==> src/rtl/reg_file_mp.sv <==
// Multi-read-port register file with byte-enable writes, optional zero register and busy scoreboard.
// Define REGFILE_BYPASS_EN to forward the same-cycle write onto matching read ports.
module reg_file_mp #(
   parameter int unsigned DATA_W   = 32,
   parameter int unsigned ADDR_W   = 5,
   parameter int unsigned NUM_RD   = 2,
   parameter int unsigned ZERO_REG = 1
) (
   input  logic                       clk,
   input  logic                       rst_n,
   input  logic                       we,
   input  logic [ADDR_W-1:0]          wrAddr,
   input  logic [DATA_W-1:0]          wrData,
   input  logic [DATA_W/8-1:0]        wrByteEn,
   input  logic [NUM_RD*ADDR_W-1:0]   rdAddr,
   output logic [NUM_RD*DATA_W-1:0]   rdData,
   output logic [NUM_RD-1:0]          rdBusy,
   input  logic                       issueEn,
   input  logic [ADDR_W-1:0]          issueAddr,
   output logic [ADDR_W:0]            busyCnt
);

   localparam int unsigned DEPTH = 2**ADDR_W;
   localparam int unsigned LANES = DATA_W/8;
   localparam int unsigned CNT_W = ADDR_W+1;
   localparam bit          HAS_ZERO = (ZERO_REG != 0);

   logic [DATA_W-1:0] regs [DEPTH];
   logic [DEPTH-1:0]  busy;
   logic [DEPTH-1:0]  busyNext;
   logic [DATA_W-1:0] wrMask;
   logic              wrValid;
   logic              issueValid;

   function automatic logic [CNT_W-1:0] popCount(input logic [DEPTH-1:0] v);
      logic [CNT_W-1:0] c;
      c = '0;
      for (int i = 0; i < DEPTH; i++) begin
         c = c + CNT_W'(v[i]);
      end
      return c;
   endfunction

   // Expand byte enables into a bit mask
   always_comb begin
      wrMask = '0;
      for (int i = 0; i < LANES; i++) begin
         wrMask[8*i +: 8] = {8{wrByteEn[i]}};
      end
   end

   // Accesses to the hardwired zero register are dropped up front
   assign wrValid    = we      && !(HAS_ZERO && (wrAddr    == '0));
   assign issueValid = issueEn && !(HAS_ZERO && (issueAddr == '0));

   always_ff @(posedge clk or negedge rst_n) begin
      if (!rst_n) begin
         for (int i = 0; i < DEPTH; i++) begin
            regs[i] <= '0;
         end
      end else if (wrValid) begin
         regs[wrAddr] <= (regs[wrAddr] & ~wrMask) | (wrData & wrMask);
      end
   end

   // Issue is applied after write-back so a new producer supersedes the retiring one
   always_comb begin
      busyNext = busy;
      if (wrValid) begin
         busyNext[wrAddr] = 1'b0;
      end
      if (issueValid) begin
         busyNext[issueAddr] = 1'b1;
      end
   end

   always_ff @(posedge clk or negedge rst_n) begin
      if (!rst_n) begin
         busy    <= '0;
         busyCnt <= '0;
      end else begin
         busy    <= busyNext;
         busyCnt <= popCount(busyNext);
      end
   end

   always_comb begin
      rdData = '0;
      rdBusy = '0;
      for (int k = 0; k < NUM_RD; k++) begin
         rdData[k*DATA_W +: DATA_W] = regs[rdAddr[k*ADDR_W +: ADDR_W]];
         rdBusy[k]                  = busy[rdAddr[k*ADDR_W +: ADDR_W]];
`ifdef REGFILE_BYPASS_EN
         if (wrValid && (wrAddr == rdAddr[k*ADDR_W +: ADDR_W])) begin
            rdData[k*DATA_W +: DATA_W] = (regs[wrAddr] & ~wrMask) | (wrData & wrMask);
            rdBusy[k]                  = issueValid && (issueAddr == wrAddr);
         end
`endif
         if (HAS_ZERO && (rdAddr[k*ADDR_W +: ADDR_W] == '0)) begin
            rdData[k*DATA_W +: DATA_W] = '0;
            rdBusy[k]                  = 1'b0;
         end
      end
   end

endmodule

==> config.mk <==
export PLATFORM = sky130hd
export DESIGN_NAME = reg_file_mp
export DESIGN_NICKNAME = d
export VERILOG_FILES = /design/src/rtl/reg_file_mp.sv
export SDC_FILE = /design/constraint.sdc
export NUM_CORES = 2
export LEC_CHECK = 0
export BUFFER_PORTS_ARGS = -buffer_cell sky130_fd_sc_hd__clkbuf_2
export CORE_AREA = 2 2 434 436
export DETAILED_ROUTE_END_ITERATION = 8
export DIE_AREA = 0 0 436 438
export GPL_ROUTABILITY_DRIVEN = 0
export SETUP_SLACK_MARGIN = 0.5
export SYNTH_ARGS = -nofsm -noshare
export SYNTH_HDL_FRONTEND = slang
export SYNTH_SLANG_ARGS = --single-unit
==> constraint.sdc <==
create_clock -name clk -period 6.3 [get_ports clk]
set_input_delay 0.945 -clock clk [delete_from_list [all_inputs] [get_ports clk]]
set_output_delay 0.945 -clock clk [all_outputs]
set_load 0.03 [all_outputs]
# Word-level counts from Yosys, hierarchy flattened
# Cells that the tools add are included.
# word_totals
ff_bits	1062
latchBits	0
mem_bits_rw	0
rom_bits	0
in_bits	60
output_inout_bits	72
elab_cells	122
mem_count	0
# op_classes
add_sub_neg	31
mul	0
div_mod_pow	0
order_cmp	10
n_eq_ne	0
shifts	0
muxes	26
n_bitwise	10
reduce_logical	11
# ops
operator	n
1024-bit bitwise mux	1
32-bit binary-select mux with 5-bit select	3
32-bit two-way mux	11
32-bit demux with 5-bit select	1
6-bit by 1-bit adder with 6-bit output	26
32-bit AND	3
32-bit NOT	2
32-bit bitwise OR	2
5-bit by 6-bit less-than comparator with 1-bit output, second input constant	4
5-bit zero test	4
6-bit greater-or-equal comparator, second input constant	3
5-bit NOT with 6-bit output	3
1-bit binary-select mux with 5-bit select	2
1-bit demux with 5-bit select	2
5-bit by 1-bit greater-or-equal comparator with 1-bit output, second input constant	2
5-bit by 1-bit adder with 6-bit output	1
6-bit by 1-bit less-than comparator with 1-bit output, second input constant	1
1-bit two-way mux	6
4-bit by 1-bit adder with 5-bit output	1
1-bit logical AND	5
3-bit by 1-bit adder with 4-bit output	1
2-bit by 1-bit adder with 3-bit output	1
1-bit by 1-bit adder with 2-bit output	1
1-bit zero test	2

# Depth between registers and ports, before layout
# logic_depth
depth_word	40
depth_mapped	23
mapped_depth_nobuf	20

# Least setup slack after synthesis
# No wires, ideal clock.
# synth_path
kind	input to register
startpoint	input wrAddr[1]
endpoint	register busyCnt[4]
setup_ns	0.080
arrival_time_ns	6.382
required_ns	6.220
setup_slack_ns	-0.162
stages	23
path_buffers	4
cell_sequence	buf_2 > and3b_1 > clkbuf_1 > nand2_1 > clkbuf_1 > clkbuf_1 > nand2_1 > o21ai_0 > fa_1 > inv_1 > fa_1 > inv_1 > fa_1 > fa_1 > inv_1 > fa_1 > fa_1 > inv_1 > ha_1 > fa_1 > a21o_1 > a21oi_1 > xnor2_1
# synth_between
elab_cells_between_ends	44
cone_classes	31 x add/sub; 2 x order compare; 4 x mux; 3 x bitwise; 4 x reduce/logical
# synth_rtl
element	line_no	rtl
from (decl)	12	input logic [ADDR_W-1:0] wrAddr,
5-bit by 6-bit less-than comparator with 1-bit output (implied by the code) or 5-bit by 1-bit greater-or-equal comparator with 1-bit output (tied branches)	70	busyNext[wrAddr] = 1'b0;
1-bit logical AND (implied by the code)	70	
1-bit two-way mux (implied by the code)	70	
1-bit demux with 5-bit select	70	
32-bit NOT (no line)	--	
32-bit AND (no line)	--	
32-bit two-way mux (*)	69	if (wrValid) begin
32-bit bitwise OR (no line)	--	
32-bit two-way mux (*)	72	if (issueValid) begin
net busyNext[21]	30	logic [DEPTH-1:0] busyNext;
6-bit by 1-bit adder with 6-bit output (*) (11 in a row)	39	c = c + CNT_W'(v[i]);
to (signal assigned)	83	busyCnt <= popCount(busyNext);
to (decl)	20	output logic [ADDR_W:0] busyCnt
# The timed path passes the listed nets; every way through them passes the cells marked *.
# A chain may end at the register's enable or synchronous reset.

# Worst setup path in the final report
# layout_path
startpoint	input wrAddr[3]
endpoint	register busyCnt[4]
# layout_between
elab_cells_between_ends	44
cone_classes	31 x add/sub; 2 x order compare; 4 x mux; 3 x bitwise; 4 x reduce/logical
# layout_rtl
element	line_no
5-bit by 6-bit less-than comparator with 1-bit output (implied by the code) or 5-bit by 1-bit greater-or-equal comparator with 1-bit output (tied branches)	70
1-bit logical AND (implied by the code)	70
1-bit two-way mux (implied by the code)	70
1-bit demux with 5-bit select	70
32-bit NOT (no line)	--
32-bit AND (no line)	--
32-bit two-way mux (*)	69
32-bit bitwise OR (no line)	--
32-bit two-way mux (*)	72
net busyNext[25]	30
6-bit by 1-bit adder with 6-bit output (*) (7 in a row)	39
# Marks and branches as above.

==> flow_metrics.env <==
export IMPL_numClockSinks=1062
export IMPL_ys_seq_area_share_pct=41.02
export IMPL_vias=49240
export IMPL_arrival_ps=6190
export IMPL_worstHoldPathType="input port to async pin"
export IMPL_status="finished, final reports clean"
export IMPL_p_leak_nw=30.35
export IMPL_grt_overflow_total=0
export IMPL_rsz0062_at_grt="no"
export IMPL_r2r_start="busy[15]"
export IMPL_hold_viol=0
export IMPL_crit_path_start_kind="input port"
export IMPL_syn_nets=5623
export IMPL_period_minus_slack_ps=5507
export IMPL_max_freq_mhz=181.6
export IMPL_clockBufferDepth=3
export IMPL_die_x_um=436
export IMPL_ir_worst_vdd_v=0.0006867
export IMPL_clock_latency_ps=760
export IMPL_post_cts_repair_setup_buffers=0
export IMPL_drt_iter0_markers=6065
export IMPL_h_tree_depth=3
export IMPL_fin_skew_ps=23.72
export IMPL_grt_pass1_vias=48400
export IMPL_final_max_slew_viol_count=0
export IMPL_post_route_period_util_pct=87.42
export IMPL_ant_nets=0
export IMPL_post_route_util_pct=38.64
export IMPL_port_buffers=131
export IMPL_synth_edf_count=0
export IMPL_async_reset_ff_share_pct=100.0
export IMPL_cts_made_buffers=111
export IMPL_powerDensity_nw_per_um2=339.8
export IMPL_cts_clk_slew_worst_paths_ps=70
export IMPL_wl_mm=243.8
export IMPL_setup_tns_ps=0
export IMPL_dieArea_um2=191000
export IMPL_layout_drive_gt1_share_pct=32.24
export IMPL_grt_pass1_wl_mm=353.4
export IMPL_regArea_um2=26580
export IMPL_grt_usage_pct=25.31
export IMPL_initial_core_util_pct=34.72
export IMPL_drv_cap=0
export IMPL_p_seq_share_pct=38.3
export IMPL_switching_share_pct=34.29
export IMPL_synth_cells=5532
export IMPL_cp_max_fo=10
export IMPL_combPwrFrac_pct=31.7
export IMPL_rows=159
export IMPL_fillCellCount=17890
export IMPL_switching_power_mw=8.401
export IMPL_p_clk_share_pct=30.0
export IMPL_syn_area_um2=64790
export IMPL_slew_headroom_pct=10.10
export IMPL_yosysUniqueCellTypes=61
export IMPL_core_area_um2=186600
export IMPL_clk_root_buffer_cell="clkbuf_16"
export IMPL_worst_r2r_cell_count=15
export IMPL_rrSetupSlack_ps=1340
export IMPL_multiInputGateArea_um2=35040
export IMPL_nNetsFinal=5483
export IMPL_cts_repair_resized=0
export IMPL_cts_tree="built"
export IMPL_dpl_hpwl_mm=151.1
export IMPL_r2r_end="busyCnt[4]"
export IMPL_drc=0
export IMPL_synth_seq_cells=1062
export IMPL_end_kind="flip-flop"
export IMPL_worstMarginPinSlew_ps=1347
export IMPL_critical_path_class="input port to flip-flop"
export IMPL_synthFlopType="dfrtp_1"
export IMPL_required_ps=6980
export IMPL_layout_commonest_cell="nand2_1"
export IMPL_die_y_um=438
export IMPL_setup_viol=0
export IMPL_drt_pass1_iter_count=7
export IMPL_num_io_pins=132
export IMPL_area_delta_synth_final_pct=11.29
export IMPL_grt_max_degree=162
export IMPL_cellInternalPower_mw=16.10
export IMPL_final_cell_mix="nand2_1 (1,128), dfrtp_1 (1,062), mux4_2 (766), o21ai_1 (408), o21ai_0 (396)"
export IMPL_yosysWarnings=0
export IMPL_hold_buffers=0
export IMPL_syn_area_per_cell_um2=11.71
export IMPL_avgRoutedWirePerCell_um=30.51
export IMPL_antenna_found_initial=15
export IMPL_vias_per_cell=6.161
[synth_stat cells (10+ instances only)]
library cell  count  area [µm²]
a22oi_1          60       450.4
o211ai_1         10       75.07
o21ai_2         295        2584
buf_6            61       686.9
buf_2           143       715.7
dfrtp_1        1062       26580
mux4_2          766       17250
inv_1           109       409.1
nand2_1        1159        4350
nor3_1           12       60.06
a22o_1           17       148.9
buf_1            19       71.32
clkbuf_1        356        1336
nand3_1          38       190.2
mux2i_1         239        2392
nor2_1           13       48.80
o21ai_1         408        2042
mux2_2           57       641.9
o22ai_2          14       175.2
fa_1             24       480.5
a21oi_1          49       245.2
buf_4            40       300.3
o21ai_0         397        1987
o22ai_1          61       381.6
a221o_1          15       150.1
[stage by stage]
stage               total power, mW  setup WS, ps  std cells  hold WS [ps]  instance area (µm²)
finish                        24.50         792.5       7991         204.9                72100
global route                  25.62         530.6       7986         246.3                72090
CTS                           24.47         817.5       7976         206.8                72070
detailed placement            17.15         21.31       7774         403.9                68080
global placement              17.01         45.45       7774         394.3                68080
floorplan                     14.98         350.6       5532         458.0                64900
[per-layer routing]
layer,GRT usage [%],part of all wire [%],routed length [µm],up-vias
met1,32.06,37,90540,25260
met3,4.953,9.1,22240,746
met2,39.19,46,111700,2880
met5,0,0.0062,15,-
li1,-,-,-,20350
met4,17.58,7.9,19260,2
[layout make-up]
class	instances	area share, %
diodes	15	0.05206
well taps	2495	4.330
clock buffers	150	4.404
inverters	109	0.5674
clock inverters	52	1.130
flip-flops and latches	1062	36.86
repair buffers	367	4.061
multi-input cells	3741	48.60
[cell families after synthesis]
group / share of synthesized area, %
XOR/XNOR: 0.04056
buffers and inverters: 5.440
adder cells (fa/ha/maj): 0.8768
multiplexers: 31.31
AND/OR/NAND/NOR: 7.914
AO/OA/AOI/OAI: 13.40
flip-flops: 41.02
[power groups by stage]
| stage | Sequential (mW) | Combinational, mW | Clock (mW) |
|---|---|---|---|
| after detailed placement | 9.44 | 7.71 | 0 |
| after global routing | 9.53 | 8.44 | 7.65 |
| after CTS | 9.32 | 7.76 | 7.39 |
| after floorplan | 9.05 | 5.93 | 0 |
| final | 9.38 | 7.78 | 7.34 |
| after global placement | 9.33 | 7.68 | 0 |
[registers in the layout, indices dropped and copies added (netlist names)]
register / cells
regs: 1024
busy: 32
busyCnt: 6
[worst max-delay path, cell delays in order]
cell and delay, ps:
clkbuf_2 260, nand2b_1 210, nor2_2 320, nand2_4 80, nand2_1 70, o21ai_0 120
inv_1 100, fa_1 450, fa_1 560, inv_1 70, fa_2 540, fa_1 410
inv_1 90, fa_1 430, fa_1 490, inv_1 50, ha_2 180, fa_2 350
a21o_1 200, a21oi_2 140, xnor2_1 130
[worst max path at each step]
| stage | from | endpoint | cells past startpoint |
|---|---|---|---|
| 2_1_floorplan | wrAddr[1] | busyCnt[4] | 23 |
| 3_3_place_gp | wrAddr[3] | busyCnt[4] | 21 |
| 3_5_place_dp | wrAddr[3] | busyCnt[4] | 21 |
| 4_1_cts | wrAddr[3] | busyCnt[4] | 21 |
| 5_1_grt | wrAddr[3] | busyCnt[4] | 21 |
| 6_report | wrAddr[3] | busyCnt[4] | 21 |
Note: power is estimated with default switching activity, not from simulation.
